$ cat src/rtl/bin_lut_loader_pkg.sv
// Shared definitions for the binarisation LUT loader: FSM states, channel
// indices and the per-bit pass/block word patterns.
package bin_lut_loader_pkg;

    typedef enum logic [1:0] {
        StIdle   = 2'd0,
        StWaitVs = 2'd1,
        StWrite  = 2'd2
    } state_e;

    localparam int unsigned NUM_CH = 3;
    localparam int unsigned CH_R   = 2;
    localparam int unsigned CH_G   = 1;
    localparam int unsigned CH_B   = 0;

    // Replicated to DATA_W at the point of use.
    localparam logic LUT_PASS  = 1'b1;
    localparam logic LUT_BLOCK = 1'b0;

endpackage

$ cat src/rtl/bin_lut_entry_gen.sv
// Per-channel threshold comparator and LUT write-data former.
// Output is forced to zero when the channel is not being written.
module bin_lut_entry_gen
    import bin_lut_loader_pkg::*;
#(
    parameter int unsigned ADDR_W = 8,
    parameter int unsigned DATA_W = 8
) (
    input  logic              i_en,
    input  logic [ADDR_W-1:0] i_addr,
    input  logic [ADDR_W-1:0] i_thr,
    input  logic              i_invert,
    output logic [DATA_W-1:0] o_data
);

    logic w_pass;

    assign w_pass = (i_addr >= i_thr) ^ i_invert;

    always_comb begin
        o_data = '0;
        if (i_en) begin
            o_data = w_pass ? {DATA_W{LUT_PASS}} : {DATA_W{LUT_BLOCK}};
        end
    end

endmodule

$ cat src/rtl/bin_lut_loader.sv
// Rewrites the R/G/B binarisation LUTs inside the vertical sync pulse and
// muxes each LUT address port between the live pixel path and the loader.
module bin_lut_loader
    import bin_lut_loader_pkg::*;
#(
    parameter int unsigned ADDR_W    = 8,
    parameter int unsigned DATA_W    = 8,
    parameter logic        VS_ACTIVE = 1'b0
) (
    input  logic              i_clk,
    input  logic              i_rst_n,
    input  logic              i_cfg_valid,
    output logic              o_cfg_ready,
    input  logic [2:0]        i_cfg_mask,
    input  logic              i_cfg_invert,
    input  logic [ADDR_W-1:0] i_cfg_thr_r,
    input  logic [ADDR_W-1:0] i_cfg_thr_g,
    input  logic [ADDR_W-1:0] i_cfg_thr_b,
    input  logic              i_v_sync,
    input  logic [ADDR_W-1:0] i_pix_r,
    input  logic [ADDR_W-1:0] i_pix_g,
    input  logic [ADDR_W-1:0] i_pix_b,
    output logic [ADDR_W-1:0] o_lut_addr_r,
    output logic [ADDR_W-1:0] o_lut_addr_g,
    output logic [ADDR_W-1:0] o_lut_addr_b,
    output logic [DATA_W-1:0] o_lut_data_r,
    output logic [DATA_W-1:0] o_lut_data_g,
    output logic [DATA_W-1:0] o_lut_data_b,
    output logic [2:0]        o_lut_wren,
    output logic              o_busy,
    output logic              o_done,
    output logic              o_overrun
);

    localparam logic [ADDR_W-1:0] CNT_MAX = '1;

    state_e            r_state;
    logic [ADDR_W-1:0] r_cnt;
    logic [2:0]        r_mask;
    logic              r_invert;
    logic [ADDR_W-1:0] r_thr_r;
    logic [ADDR_W-1:0] r_thr_g;
    logic [ADDR_W-1:0] r_thr_b;
    logic              r_vs_q;
    logic              r_cfg_ready;
    logic              r_busy;
    logic              r_done;
    logic              r_overrun;

    logic              w_sync_start;
    logic [2:0]        w_wren;

    // vs_q tracks the line every cycle so a load accepted mid-pulse sees no edge.
    assign w_sync_start = (i_v_sync == VS_ACTIVE) && (r_vs_q != VS_ACTIVE);

    always_ff @(posedge i_clk or negedge i_rst_n) begin
        if (!i_rst_n) begin
            r_state     <= StIdle;
            r_cnt       <= '0;
            r_mask      <= '0;
            r_invert    <= 1'b0;
            r_thr_r     <= '0;
            r_thr_g     <= '0;
            r_thr_b     <= '0;
            r_vs_q      <= ~VS_ACTIVE;
            r_cfg_ready <= 1'b1;
            r_busy      <= 1'b0;
            r_done      <= 1'b0;
            r_overrun   <= 1'b0;
        end else begin
            r_vs_q <= i_v_sync;
            r_done <= 1'b0;
            unique case (r_state)
                StIdle: begin
                    if (i_cfg_valid && r_cfg_ready) begin
                        r_mask    <= i_cfg_mask;
                        r_invert  <= i_cfg_invert;
                        r_thr_r   <= i_cfg_thr_r;
                        r_thr_g   <= i_cfg_thr_g;
                        r_thr_b   <= i_cfg_thr_b;
                        r_overrun <= 1'b0;
                        if (i_cfg_mask == 3'b000) begin
                            r_done <= 1'b1;
                        end else begin
                            r_state     <= StWaitVs;
                            r_cfg_ready <= 1'b0;
                            r_busy      <= 1'b1;
                        end
                    end
                end
                StWaitVs: begin
                    if (w_sync_start) begin
                        r_cnt   <= '0;
                        r_state <= StWrite;
                    end
                end
                StWrite: begin
                    if (i_v_sync != VS_ACTIVE) begin
                        r_overrun <= 1'b1;
                    end
                    r_cnt <= r_cnt + ADDR_W'(1);
                    if (r_cnt == CNT_MAX) begin
                        r_state     <= StIdle;
                        r_cfg_ready <= 1'b1;
                        r_busy      <= 1'b0;
                        r_done      <= 1'b1;
                    end
                end
                default: r_state <= StIdle;
            endcase
        end
    end

    assign w_wren = (r_state == StWrite) ? r_mask : 3'b000;

    assign o_lut_wren   = w_wren;
    assign o_lut_addr_r = w_wren[CH_R] ? r_cnt : i_pix_r;
    assign o_lut_addr_g = w_wren[CH_G] ? r_cnt : i_pix_g;
    assign o_lut_addr_b = w_wren[CH_B] ? r_cnt : i_pix_b;

    assign o_cfg_ready = r_cfg_ready;
    assign o_busy      = r_busy;
    assign o_done      = r_done;
    assign o_overrun   = r_overrun;

    bin_lut_entry_gen #(
        .ADDR_W (ADDR_W),
        .DATA_W (DATA_W)
    ) u_gen_r (
        .i_en     (w_wren[CH_R]),
        .i_addr   (r_cnt),
        .i_thr    (r_thr_r),
        .i_invert (r_invert),
        .o_data   (o_lut_data_r)
    );

    bin_lut_entry_gen #(
        .ADDR_W (ADDR_W),
        .DATA_W (DATA_W)
    ) u_gen_g (
        .i_en     (w_wren[CH_G]),
        .i_addr   (r_cnt),
        .i_thr    (r_thr_g),
        .i_invert (r_invert),
        .o_data   (o_lut_data_g)
    );

    bin_lut_entry_gen #(
        .ADDR_W (ADDR_W),
        .DATA_W (DATA_W)
    ) u_gen_b (
        .i_en     (w_wren[CH_B]),
        .i_addr   (r_cnt),
        .i_thr    (r_thr_b),
        .i_invert (r_invert),
        .o_data   (o_lut_data_b)
    );

endmodule

$ cat config.mk
export PLATFORM = sky130hd
export DESIGN_NAME = bin_lut_loader
export DESIGN_NICKNAME = d
export VERILOG_FILES = /design/src/rtl/bin_lut_loader_pkg.sv /design/src/rtl/bin_lut_entry_gen.sv /design/src/rtl/bin_lut_loader.sv
export SDC_FILE = /design/constraint.sdc
export NUM_CORES = 1
export LEC_CHECK = 0
export CAP_MARGIN = 30
export CORE_AREA = 2 2 81 83
export DETAILED_ROUTE_END_ITERATION = 7
export DIE_AREA = 0 0 83 85
export GPL_ROUTABILITY_DRIVEN = 0
export PLACE_DENSITY = 0.94
export REMOVE_ABC_BUFFERS = 1
export SYNTH_ARGS = -nofsm -noshare
export SYNTH_HDL_FRONTEND = slang
export SYNTH_SLANG_ARGS = --single-unit
export TNS_END_PERCENT = 30
$ cat constraint.sdc
create_clock -name i_clk -period 4.9 [get_ports i_clk]
set_input_delay 1.47 -clock i_clk [delete_from_list [all_inputs] [get_ports i_clk]]
set_output_delay 1.47 -clock i_clk [all_outputs]
set_load 0.01 [all_outputs]
==> flow_summary.json <==
{
  "die_area_sq_um": 7055,
  "ys_ff_latch": 43,
  "start_util_pct": 46.36,
  "grt_util_met3_pct": 5.642,
  "synth_edf_count": 0,
  "required_ns": 3.43,
  "rows": 29,
  "drtAntennaViolNets": 0,
  "r2r_slack_ns": 3.22,
  "drtIter0Drc": 174,
  "hold-path-cell-count": 2,
  "routed_wl_um": 7533,
  "ys_seq_area_share_pct": 37.49,
  "worstSetupPathType": "flop to output pin",
  "yosysTopAreaCell": "dfrtp_1",
  "fmax_ghz": 0.2188,
  "postCtsHoldBufs": 0,
  "syn2layout_area_growth_pct": 37.97,
  "grt_max_degree": 44,
  "num_vias": 2628,
  "grt_pass1_wl_um": 12410,
  "dp_hpwl_um": 5735,
  "htree_levels": 2,
  "dr.pass1.iters": 4,
  "grtUsageMet1_pct": 25.20,
  "cp_slowest_cell": "clkdlybuf4s50_1",
  "crit_path_start_kind": "flop",
  "drv_cap": 0,
  "grtUsageMet2_pct": 38.71,
  "report.final.slew_viol_count": 0,
  "root_buffer": "clkbuf_8",
  "setup.worst_path.start": "r_cnt[7]",
  "cts.repair.resized": 0,
  "finalPower_mw": 1.700,
  "drive_gt1_share_pct": 9.375,
  "rsz0062_at_grt": "false",
  "port_buffers": 110,
  "grt_busiest_layer": "met2",
  "max_slew.worst_pin.slew_ns": 0.5773,
  "dominantRegCellSynth": "dfrtp_1",
  "ys_warn_count": 0,
  "die_w_um": 83,
  "coreArea_sq_um": 6205,
  "hold_class": "flop to flop",
  "max_slew_margin_pct": 61.35,
  "worstRegToRegCells": 5,
  "diodes": 0,
  "irDropWorstVdd_uv": 228.0,
  "status": "finished, final reports clean",
  "yosysUniqueCellTypes": 36,
  "clock_path_buffers": 2,
  "period_share_pct": 93.27,
  "finClkSkew_ns": 0.005869,
  "syn-cell-area_sq_um": 2877,
  "max_stage_delay_ns": 0.65,
  "antenna_found_initial": 0,
  "layout_common_cells": "109 x clkdlybuf4s50_1, 68 x nand2_1, 41 x dfrtp_1",
  "io_pins": 111,
  "path_cells": "ha_1, a21oi_1, nand2_1, or4b_1, o211ai_1, clkdlybuf4s50_1",
  "final_common_cell": "clkdlybuf4s50_1",
  "avgSynthCellArea_sq_um": 8.717,
  "crit_fanout": 10,
  "power_density_nw_per_um2": 428.3,
  "grt_pass1_vias": 2676,
  "cts.clk_slew.worst_paths_ns": 0.08,
  "fin_setup_tns_ns": 0,
  "routedWlPerCell_um": 15.28,
  "setup_viol": 0,
  "synth_cells": 330,
  "async_flop_share_pct": 100.0,
  "setup_ws_ns": 0.3298,
  "fin_nets": 496,
  "cts_buffers": 5,
  "yosysTopAreaCellShare_pct": 35.67,
  "clock_latency_ns": 0.30,
  "post_cts_buffers": 0,
  "utilization_pct": 63.96,
  "cts_tree": "done",
  "numClockSinks": 43,
  "cp-end-kind": "output pin",
  "track_usage_pct": 21.55,
  "drc": 0,
  "timing.rr.start": "r_vs_q",
  "hold-worst-slack_ns": 0.4746,
  "pre_cts_slack_ns": 0.6807,
  "grt_overflow": 0,
  "p_leak_nw": 1.786,
  "r2r_end": "r_cnt[3]",
  "final_hold_viol_count": 0,
  "die_y_um": 85,
  "period_needed_ns": 4.570,
  "viasPerCell": 5.331,
  "crit_end": "o_lut_data_g[1]",
  "cp.arrival_ns": 3.10,
  "ys_top_cells_by_area": "dfrtp_1 36%, ha_1 11%, nand2_1 8.9%"
}
-- where the power goes --
part	total (mW)	switching, mW	internal, mW	leakage (nW)
clock network	0.249	0.121	0.129	0.0515
logic	0.844	0.429	0.415	1.20
registers	0.606	0.109	0.497	0.535
total	1.70	0.658	1.04	1.79
-- through the flow --
step           instances  cell area (sq um)
2_1_floorplan        295               2636
3_3_place_gp         484               3849
3_5_place_dp         484               3849
4_1_cts              492               3949
5_1_grt              493               3969
6_report             493               3969
-- final cells by class --
class | instances | area, sq um
Multi-Input combinational cell | 226 | 1465
Fill cell | 494 | 2236
Tap cell | 77 | 96.34
Timing Repair Buffer | 113 | 1131
Sequential cell | 43 | 1079
Inverter | 26 | 97.59
Clock buffer | 8 | 100.1
-- synthesized netlist by cell type, drive strengths merged (2+ instances only) --
master   instances
nand3            8
nand2           71
o211ai           3
dfrtp           41
o21ai           36
nand4            7
dfstp            2
a21o             3
nor3             9
o32ai            2
nand4b           2
ha              25
buf             27
nand2b           7
inv             26
nor2             9
mux2            18
a2111oi          3
clkbuf           8
a21oi           11
-- critical path, delay by kind of cell, from the launching register on --
family / cells / cell delay [ns]
AO/OA/AOI/OAI: 2 / 0.64
flip-flops: 1 / 0.53
AND/OR/NAND/NOR: 2 / 0.57
buffers and inverters: 1 / 0.65
adder cells (fa/ha/maj): 1 / 0.41
-- worst min-delay path by stage --
stage | from | end | slack, ns
after floorplan | r_thr_b[0] | r_thr_b[0] | 0.45
final | o_cfg_ready | o_cfg_ready | 0.47
after detailed placement | o_cfg_ready | o_cfg_ready | 0.47
after global routing | o_cfg_ready | o_cfg_ready | 0.52
after global placement | o_cfg_ready | o_cfg_ready | 0.46
after CTS | o_cfg_ready | o_cfg_ready | 0.48
-- routing by layer --
metal / vias to the layer above / part of all wire (%)
met5: - / 0
met4: 0 / 1.7
met3: 15 / 6.7
met2: 117 / 50
met1: 1219 / 41
li1: 1277 / -
-- cells by family (layout without fill, tap and decap cells) --
kind of cell             Yosys count  in the layout  synth area share [%]
AO/OA/AOI/OAI                     61             61                 12.18
adder cells (fa/ha/maj)           25             25                 10.87
buffers and inverters             61            147                 11.74
flip-flops                        43             43                 37.49
multiplexers                      19             19                 7.394
AND/OR/NAND/NOR                  121            121                 20.31
-- sequential cells by signal, indices dropped and copies added, names as in the netlist --
signal       flops
r_thr_b          8
o_cfg_ready      1
r_thr_g          8
o_overrun        1
r_state          2
r_invert         1
o_busy           1
o_done           1
r_mask           3
r_cnt            8
r_vs_q           1
r_thr_r          8
No activity file was read; power rests on OpenSTA's default activity.
